## src/rtl/seq_shift_add_multiplier_if.sv

```systemverilog
// seq_shift_add_multiplier_if: operand/result handshake bundle for the shift-add multiplier.
// Master drives operands and result acceptance; slave is the multiplier.
interface seq_shift_add_multiplier_if #(parameter int WIDTH = 8) ();
    logic               in_valid;
    logic               in_ready;
    logic [WIDTH-1:0]   a;
    logic [WIDTH-1:0]   b;
    logic               out_valid;
    logic               out_ready;
    logic [2*WIDTH-1:0] y;
    logic               busy;

    modport master (output in_valid, a, b, out_ready, input in_ready, out_valid, y, busy);
    modport slave  (input in_valid, a, b, out_ready, output in_ready, out_valid, y, busy);
endinterface

```

## src/rtl/seq_shift_add_multiplier.sv

```systemverilog
// seq_shift_add_multiplier: radix-2 shift-add multiplier, one multiplier bit per clock.
// Define SEQ_MULT_SIGNED_EN for two's complement operands and product.
module seq_shift_add_multiplier #(
    parameter int WIDTH = 8
) (
    input logic                  clk,
    input logic                  rst,
    seq_shift_add_multiplier_if.slave bus
);
    localparam int CNT_W = $clog2(WIDTH + 1);

    typedef enum logic [1:0] {IDLE, RUN, DONE} state_t;

    state_t             state, state_nx;
    logic [WIDTH-1:0]   mcand, mplier, acc;
    logic [CNT_W-1:0]   cnt;
    logic [2*WIDTH-1:0] y_q;
    logic [WIDTH:0]     sum;
    logic               last;

    assign last  = cnt == CNT_W'(WIDTH - 1);
    assign bus.y = y_q;

`ifdef SEQ_MULT_SIGNED_EN
    // Final multiplier bit carries negative weight, so it subtracts.
    logic [WIDTH:0] addend;
    always_comb begin
        addend = {mcand[WIDTH-1], mcand};
        sum    = {acc[WIDTH-1], acc} + (mplier[0] ? (last ? -addend : addend) : '0);
    end
`else
    always_comb sum = {1'b0, acc} + (mplier[0] ? {1'b0, mcand} : '0);
`endif

    always_ff @(posedge clk or posedge rst)
        if (rst) state <= IDLE;
        else     state <= state_nx;

    always_comb
        state_nx = (state == IDLE) ? (bus.in_valid ? RUN : IDLE) :
                   (state == RUN)  ? (last ? DONE : RUN) :
                   (state == DONE) ? (bus.out_ready ? IDLE : DONE) : IDLE;

    always_comb begin
        bus.in_ready  = state == IDLE;
        bus.out_valid = state == DONE;
        bus.busy      = state == RUN || state == DONE;
    end

    always_ff @(posedge clk or posedge rst)
        if (rst) begin
            mcand  <= '0;
            mplier <= '0;
            acc    <= '0;
            cnt    <= '0;
            y_q    <= '0;
        end else if (state == IDLE && bus.in_valid) begin
            mcand  <= bus.a;
            mplier <= bus.b;
            acc    <= '0;
            cnt    <= '0;
        end else if (state == RUN) begin
            acc    <= sum[WIDTH:1];
            mplier <= {sum[0], mplier[WIDTH-1:1]};
            cnt    <= cnt + CNT_W'(1);
            if (last) y_q <= {sum, mplier[WIDTH-1:1]};
        end
endmodule

```

## src/flat_wrapper.sv

```systemverilog
// flat-port wrapper written by rule: the top's interface ports become plain ports
module seq_shift_add_multiplier_flat 
#(
    parameter int WIDTH = 8
)
  (clk, rst, bus_in_valid, bus_a, bus_b, bus_out_ready, bus_in_ready, bus_out_valid, bus_y, bus_busy);
  seq_shift_add_multiplier_if #(.WIDTH(WIDTH)) bus_i ();
  input logic clk;
  input logic rst;
  input wire logic [$bits(bus_i.in_valid)-1:0] bus_in_valid;
  input wire logic [$bits(bus_i.a)-1:0] bus_a;
  input wire logic [$bits(bus_i.b)-1:0] bus_b;
  input wire logic [$bits(bus_i.out_ready)-1:0] bus_out_ready;
  output wire logic [$bits(bus_i.in_ready)-1:0] bus_in_ready;
  output wire logic [$bits(bus_i.out_valid)-1:0] bus_out_valid;
  output wire logic [$bits(bus_i.y)-1:0] bus_y;
  output wire logic [$bits(bus_i.busy)-1:0] bus_busy;
  assign bus_i.in_valid = bus_in_valid;
  assign bus_i.a = bus_a;
  assign bus_i.b = bus_b;
  assign bus_i.out_ready = bus_out_ready;
  assign bus_in_ready = bus_i.in_ready;
  assign bus_out_valid = bus_i.out_valid;
  assign bus_y = bus_i.y;
  assign bus_busy = bus_i.busy;
  seq_shift_add_multiplier #(.WIDTH(WIDTH)) u_core (.clk(clk), .rst(rst), .bus(bus_i));
endmodule
```

## config.mk

```make
export PLATFORM = sky130hd
export DESIGN_NAME = seq_shift_add_multiplier_flat
export DESIGN_NICKNAME = d
export VERILOG_FILES = /design/src/rtl/seq_shift_add_multiplier_if.sv /design/src/rtl/seq_shift_add_multiplier.sv /design/src/flat_wrapper.sv
export SDC_FILE = /design/constraint.sdc
export NUM_CORES = 1
export LEC_CHECK = 0
export ABC_CLOCK_PERIOD_IN_PS = 5700
export CAP_MARGIN = 20
export CORE_UTILIZATION = 50
export DETAILED_ROUTE_END_ITERATION = 8
export PLACE_DENSITY = 0.86
export SLEW_MARGIN = 30
export SYNTH_ARGS = -nofsm -noshare
export SYNTH_HDL_FRONTEND = slang
export SYNTH_SLANG_ARGS = --single-unit
```

## constraint.sdc

```tcl
create_clock -name clk -period 5.7 [get_ports clk]
set_input_delay 0.57 -clock clk [delete_from_list [all_inputs] [get_ports clk]]
set_output_delay 0.57 -clock clk [all_outputs]
set_load 0.005 [all_outputs]
```

== Word-level counts from Yosys, hierarchy flattened ==
Index checks and enable logic that the tools add are counted.
Storage, ports and cells
  flip-flop bits (word level): 46
  latch bits: 0
  bits in writable memories: 0
  bits in read-only memories: 0
  bits of input ports: 20
  output and inout port bits: 19
  word-level logic and storage cells: 30
  memories: 0
Operators by class
  $add $sub $neg: 2
  multiply operators: 0
  divide/modulo/power cells: 0
  order comparisons: 0
  equality and inequality tests: 3
  shift operators: 0
  mux-type cells: 13
  bitwise operators: 1
  reductions and logical operators: 5
Operators by type and width (count)
  $mux W8: 5
  $mux W2: 5
  $add A8 B9 Y9: 1
  $mux W4: 2
  $add A4 B1 Y4 const B: 1
  $eq A4 B3 Y1 const B: 1
  $reduce_and A3 Y1: 1
  $eq A2 B1 Y1 const B: 1
  $eq A2 B2 Y1 const B: 1
  $logic_not A2 Y1: 1
  $reduce_bool A2 Y1: 1
  $logic_and A1 B1 Y1: 1
  $logic_or A1 B1 Y1: 1
  $mux W1: 1
  $not A1 Y1: 1

== Longest topological paths before layout ==
  word-level depth: 4
  gate-level depth with buffers: 7
  gate-level depth less buffers: 7

== Least setup slack after synthesis ==
Ideal clock, no wire load.
  kind: reg-to-reg
  start point: reg u_core.mplier[0]
  end point: reg u_core.acc[5]
  setup time: 110 ps
  arrival time: 2012 ps
  slack: 3578 ps
  cell stages (with the launch flop): 8
  buffers on the path: 0
  clock period less this slack: 2122 ps
  cell sequence: dfrtp_1 > and2_1 > ha_1 > fa_1 > a211oi_1 > or2_2 > a21oi_1 > o41ai_1
Between the ends
  word-level cells in the longest chain between the ends: 4
RTL lines
  start, declared: line seq_shift_add_multiplier.sv:15  | logic [WIDTH-1:0] mcand, mplier, acc;
  start signal, assigned: line seq_shift_add_multiplier.sv:59  | mplier <= bus.b;
  start signal, assigned: line seq_shift_add_multiplier.sv:64  | mplier <= {sum[0], mplier[WIDTH-1:1]};
  $mux W8: line seq_shift_add_multiplier.sv:32  | always_comb sum = {1'b0, acc} + (mplier[0] ? {1'b0, mcand} : '0);
  $add A8 B9 Y9: line seq_shift_add_multiplier.sv:32
  $mux W8: line seq_shift_add_multiplier.sv:62  | end else if (state == RUN) begin
  $mux W8: line seq_shift_add_multiplier.sv:57  | end else if (state == IDLE && bus.in_valid) begin
  end signal, assigned: line seq_shift_add_multiplier.sv:63  | acc <= sum[WIDTH:1];
  end, declared: line seq_shift_add_multiplier.sv:15
No other way between the ends. The select of a mux whose other input is x is not followed.
A chain may end at the register's enable or synchronous reset.

== Worst setup path in the final report ==
  start point: reg u_core.mplier[0]
  end point: reg u_core.y_q[13], in the netlist u_core.bus.y[13]
Between the ends
  word-level cells in the longest chain between the ends: 2
RTL lines
  $mux W8: line seq_shift_add_multiplier.sv:32
  $add A8 B9 Y9: line seq_shift_add_multiplier.sv:32
  end signal, assigned: line seq_shift_add_multiplier.sv:66  | if (last) y_q <= {sum, mplier[WIDTH-1:1]};
  end, declared: line seq_shift_add_multiplier.sv:17  | logic [2*WIDTH-1:0] y_q;
No other way between the ends.

==> results.toml <==
[clocking]
clk_path_buf_depth = 2
clkTransAtPathRegs_ns = 0.09
cts_buffers = 5
clk_latency_ns = 0.30
holdBufCountCts = 0
cts_tree = "yes"
cts-resized-gates = 0
clkSinkCount = 46
cts_root_buffer = "clkbuf_8"
htreeDepth = 2
cts_setup_buffers = 0

[power]
p_switching_uw = 469
switching_share_pct = 36.3
internal_power_uw = 822
leakagePower_uw = 0.00138
combPwrFrac_pct = 42.1
irDropWorstVdd_uv = 205
pwr-share-clk_pct = 18.5
power_density_nw_per_um2 = 443
seqPwrFrac_pct = 39.4

[logic_synthesis]
seq_area_frac_synth_pct = 48.4
synth_top_area_share_pct = 48.4
synth_edf_count = 0
synth_flop_cell = "dfrtp_1"
synth_cell_type_count = 43
synthCells = 233
synthTopCellsByArea = "dfrtp_1 48%, nand2_1 7.1%, ha_1 6.8%"
synth_nets = 267
synth_common_cells = "46 x dfrtp_1, 45 x nand2_1, 13 x ha_1, 11 x mux2i_1, 10 x nor2_1"
async_reset_ff_share_pct = 100
yosys.area.top_type = "dfrtp_1"
ys_ff_latch = 46
ys_warn_count = 0
avgSynthCellArea_um2 = 10.2
post-synth-top-count-cell = "dfrtp_1"
syn_area_um2 = 2380

[grt]
grt_max_degree = 47
grt_antenna_before_repair = 0
grtUsageTotal_pct = 21.0
grt_pass1_wl_um = 8200
grt-ovfl-total = 0
grt_pass1_vias = 1757

[timing]
setup_viol = 0
drv_slew = 0
period_share_pct = 41.9
layout_setup_ws_ns = 3.31
rsz0062_at_grt = "no"
tightest_slew_ns = 0.566
relSlewSlack_pct = 62.3
finalHoldViolCount = 0
fmax_ghz = 0.419
tns_ns = 0
fin_skew_ns = 0.00948
fin_crit_ns = 2.39

[route]
ant_nets = 0
first_iter_violations = 104
viasPerCell = 5.59
finalWirelength_um = 4720
route.detailed.drc = 0
wire_per_inst_um = 14.6
dr.pass1.iters = 4
vias = 1810

[floorplanning]
rows = 24
die_y_um = 70.9
fp.dieW_um = 70.9
num_io_pins = 39
start_util_pct = 53.1
core-area_um2 = 4470
die-area_um2 = 5030

[final_layout]
fill_cells = 357
synthToLayoutAreaGrowth_pct = 22.7
drive_gt1_share_pct = 8.82
regArea_um2 = 1150
num_antenna_cells = 0
nNetsFinal = 305
multi_input_area_um2 = 1160

[setup_path]
cp_data_arrival_time_ns = 2.57
critPathKind = "reg -> reg"
critPathLaunch = "u_core.mplier[0]$_DFFE_PP0P_"
cp_data_required_time_ns = 5.88
reg2reg_from = "u_core.mplier[0]$_DFFE_PP0P_"
cp-start-kind = "flip-flop"
end_kind = "flip-flop"
worstPathMaxFanout = 9

[place]
dpl.hpwl_um = 3180
port_buffers = 38
pre_cts_slack_ns = 3.39
place_congestion = 0.827

[worst_hold_path]
hp-class = "reg -> reg"
hp-start = "u_core.mcand[2]$_DFFE_PP0P_"

[job]
maxCapViolCount = 0

[status]
status = "completed"
## area by class of cell
type | instances | area share [%]
clock inverter | 2 | 1.29
tap | 52 | 2.23
timing repair buffer | 42 | 14.1
inverter | 6 | 0.772
sequential | 46 | 39.5
multi-input combinational | 170 | 39.7
clock buffer | 6 | 2.49
## metal layers
metal | up-vias | GRT usage [%] | routed length (um)
li1 | 894 | - | -
met1 | 872 | 28.1 | 2220
met2 | 38 | 33.9 | 2260
met3 | 6 | 4.42 | 166
met4 | 0 | 7.56 | 71
met5 | - | 0 | 0
## cell usage in the layout, fill, tap and decap left out, drive strengths merged, types with 2 or more instances in the layout
cell           count
o21ai             14
a211oi             4
or2                2
o21a               2
and2               9
mux2               9
nor3b              4
nor2              10
xnor2              2
o31ai              3
ha                13
clkdlybuf4s50     38
a21o               4
dfrtp             46
buf                4
xor2               2
a31oi              2
nor4               2
clkinv             2
nand4              3
inv                4
a21oi              5
a211o              5
nand2             45
clkbuf             6
mux2i             11
nand3              8
## worst max-delay path, cell delays in order (launching register included)
cell and delay [ns]:
dfrtp_1 0.45, and2_1 0.19, ha_1 0.21, fa_1 0.45, a211oi_1 0.37, o21bai_1 0.13, a211oi_1 0.36, o31ai_1 0.11
## power by group through the flow
stage,Clock [uW],Combinational [uW],Sequential [uW]
2_1_floorplan,0,379,496
3_3_place_gp,0,525,509
3_5_place_dp,0,539,514
4_1_cts,244,547,509
5_1_grt,260,608,525
6_report,239,544,508
## final timing paths
kind                                                end  slack, ns  depth (start not counted)
setup / recovery           u_core.bus.y[13]$_DFFE_PP0P_       3.31                          7
hold / removal              u_core.mcand[2]$_DFFE_PP0P_       0.47                          2
setup reg to reg           u_core.bus.y[13]$_DFFE_PP0P_       3.31                          7
hold reg to reg             u_core.mcand[2]$_DFFE_PP0P_       0.47                          2
max in group asynchronous     u_core.acc[2]$_DFFE_PP0P_       4.60                          3
min in group asynchronous  u_core.mplier[4]$_DFFE_PP0P_       0.71                          3
## registers in the layout, indices dropped and copies added (netlist names)
register	count
u_core.state	2
u_core.cnt	4
u_core.mcand	8
u_core.bus.y	16
u_core.mplier	8
u_core.acc	8
## per-stage QoR
stage	util (%)	hold WS, ns	area, um^2	total power, uW	instances
CTS	65.2	0.476	2920	1300	324
global route	65.2	0.502	2920	1390	324
detailed placement	62.7	0.456	2810	1050	316
finish	65.2	0.468	2920	1290	324
floorplan	-	0.437	2380	875	233
global placement	62.7	0.454	2810	1030	316
## cell families (layout without fill, tap and decap cells)
logic type                 Yosys count  count (layout)  share of synthesized area [%]
muxes                               20              20                           8.90
buffers and inverters               17              56                           2.84
DFF                                 46              46                           48.4
xor gates and xnor gates             4               4                           1.47
and+or+nand+nor                     88              88                           17.5
AOI/OAI and AO/OA                   44              44                           13.2
adders and majority gates           14              14                           7.69
Power figures use the tool's default switching activity.
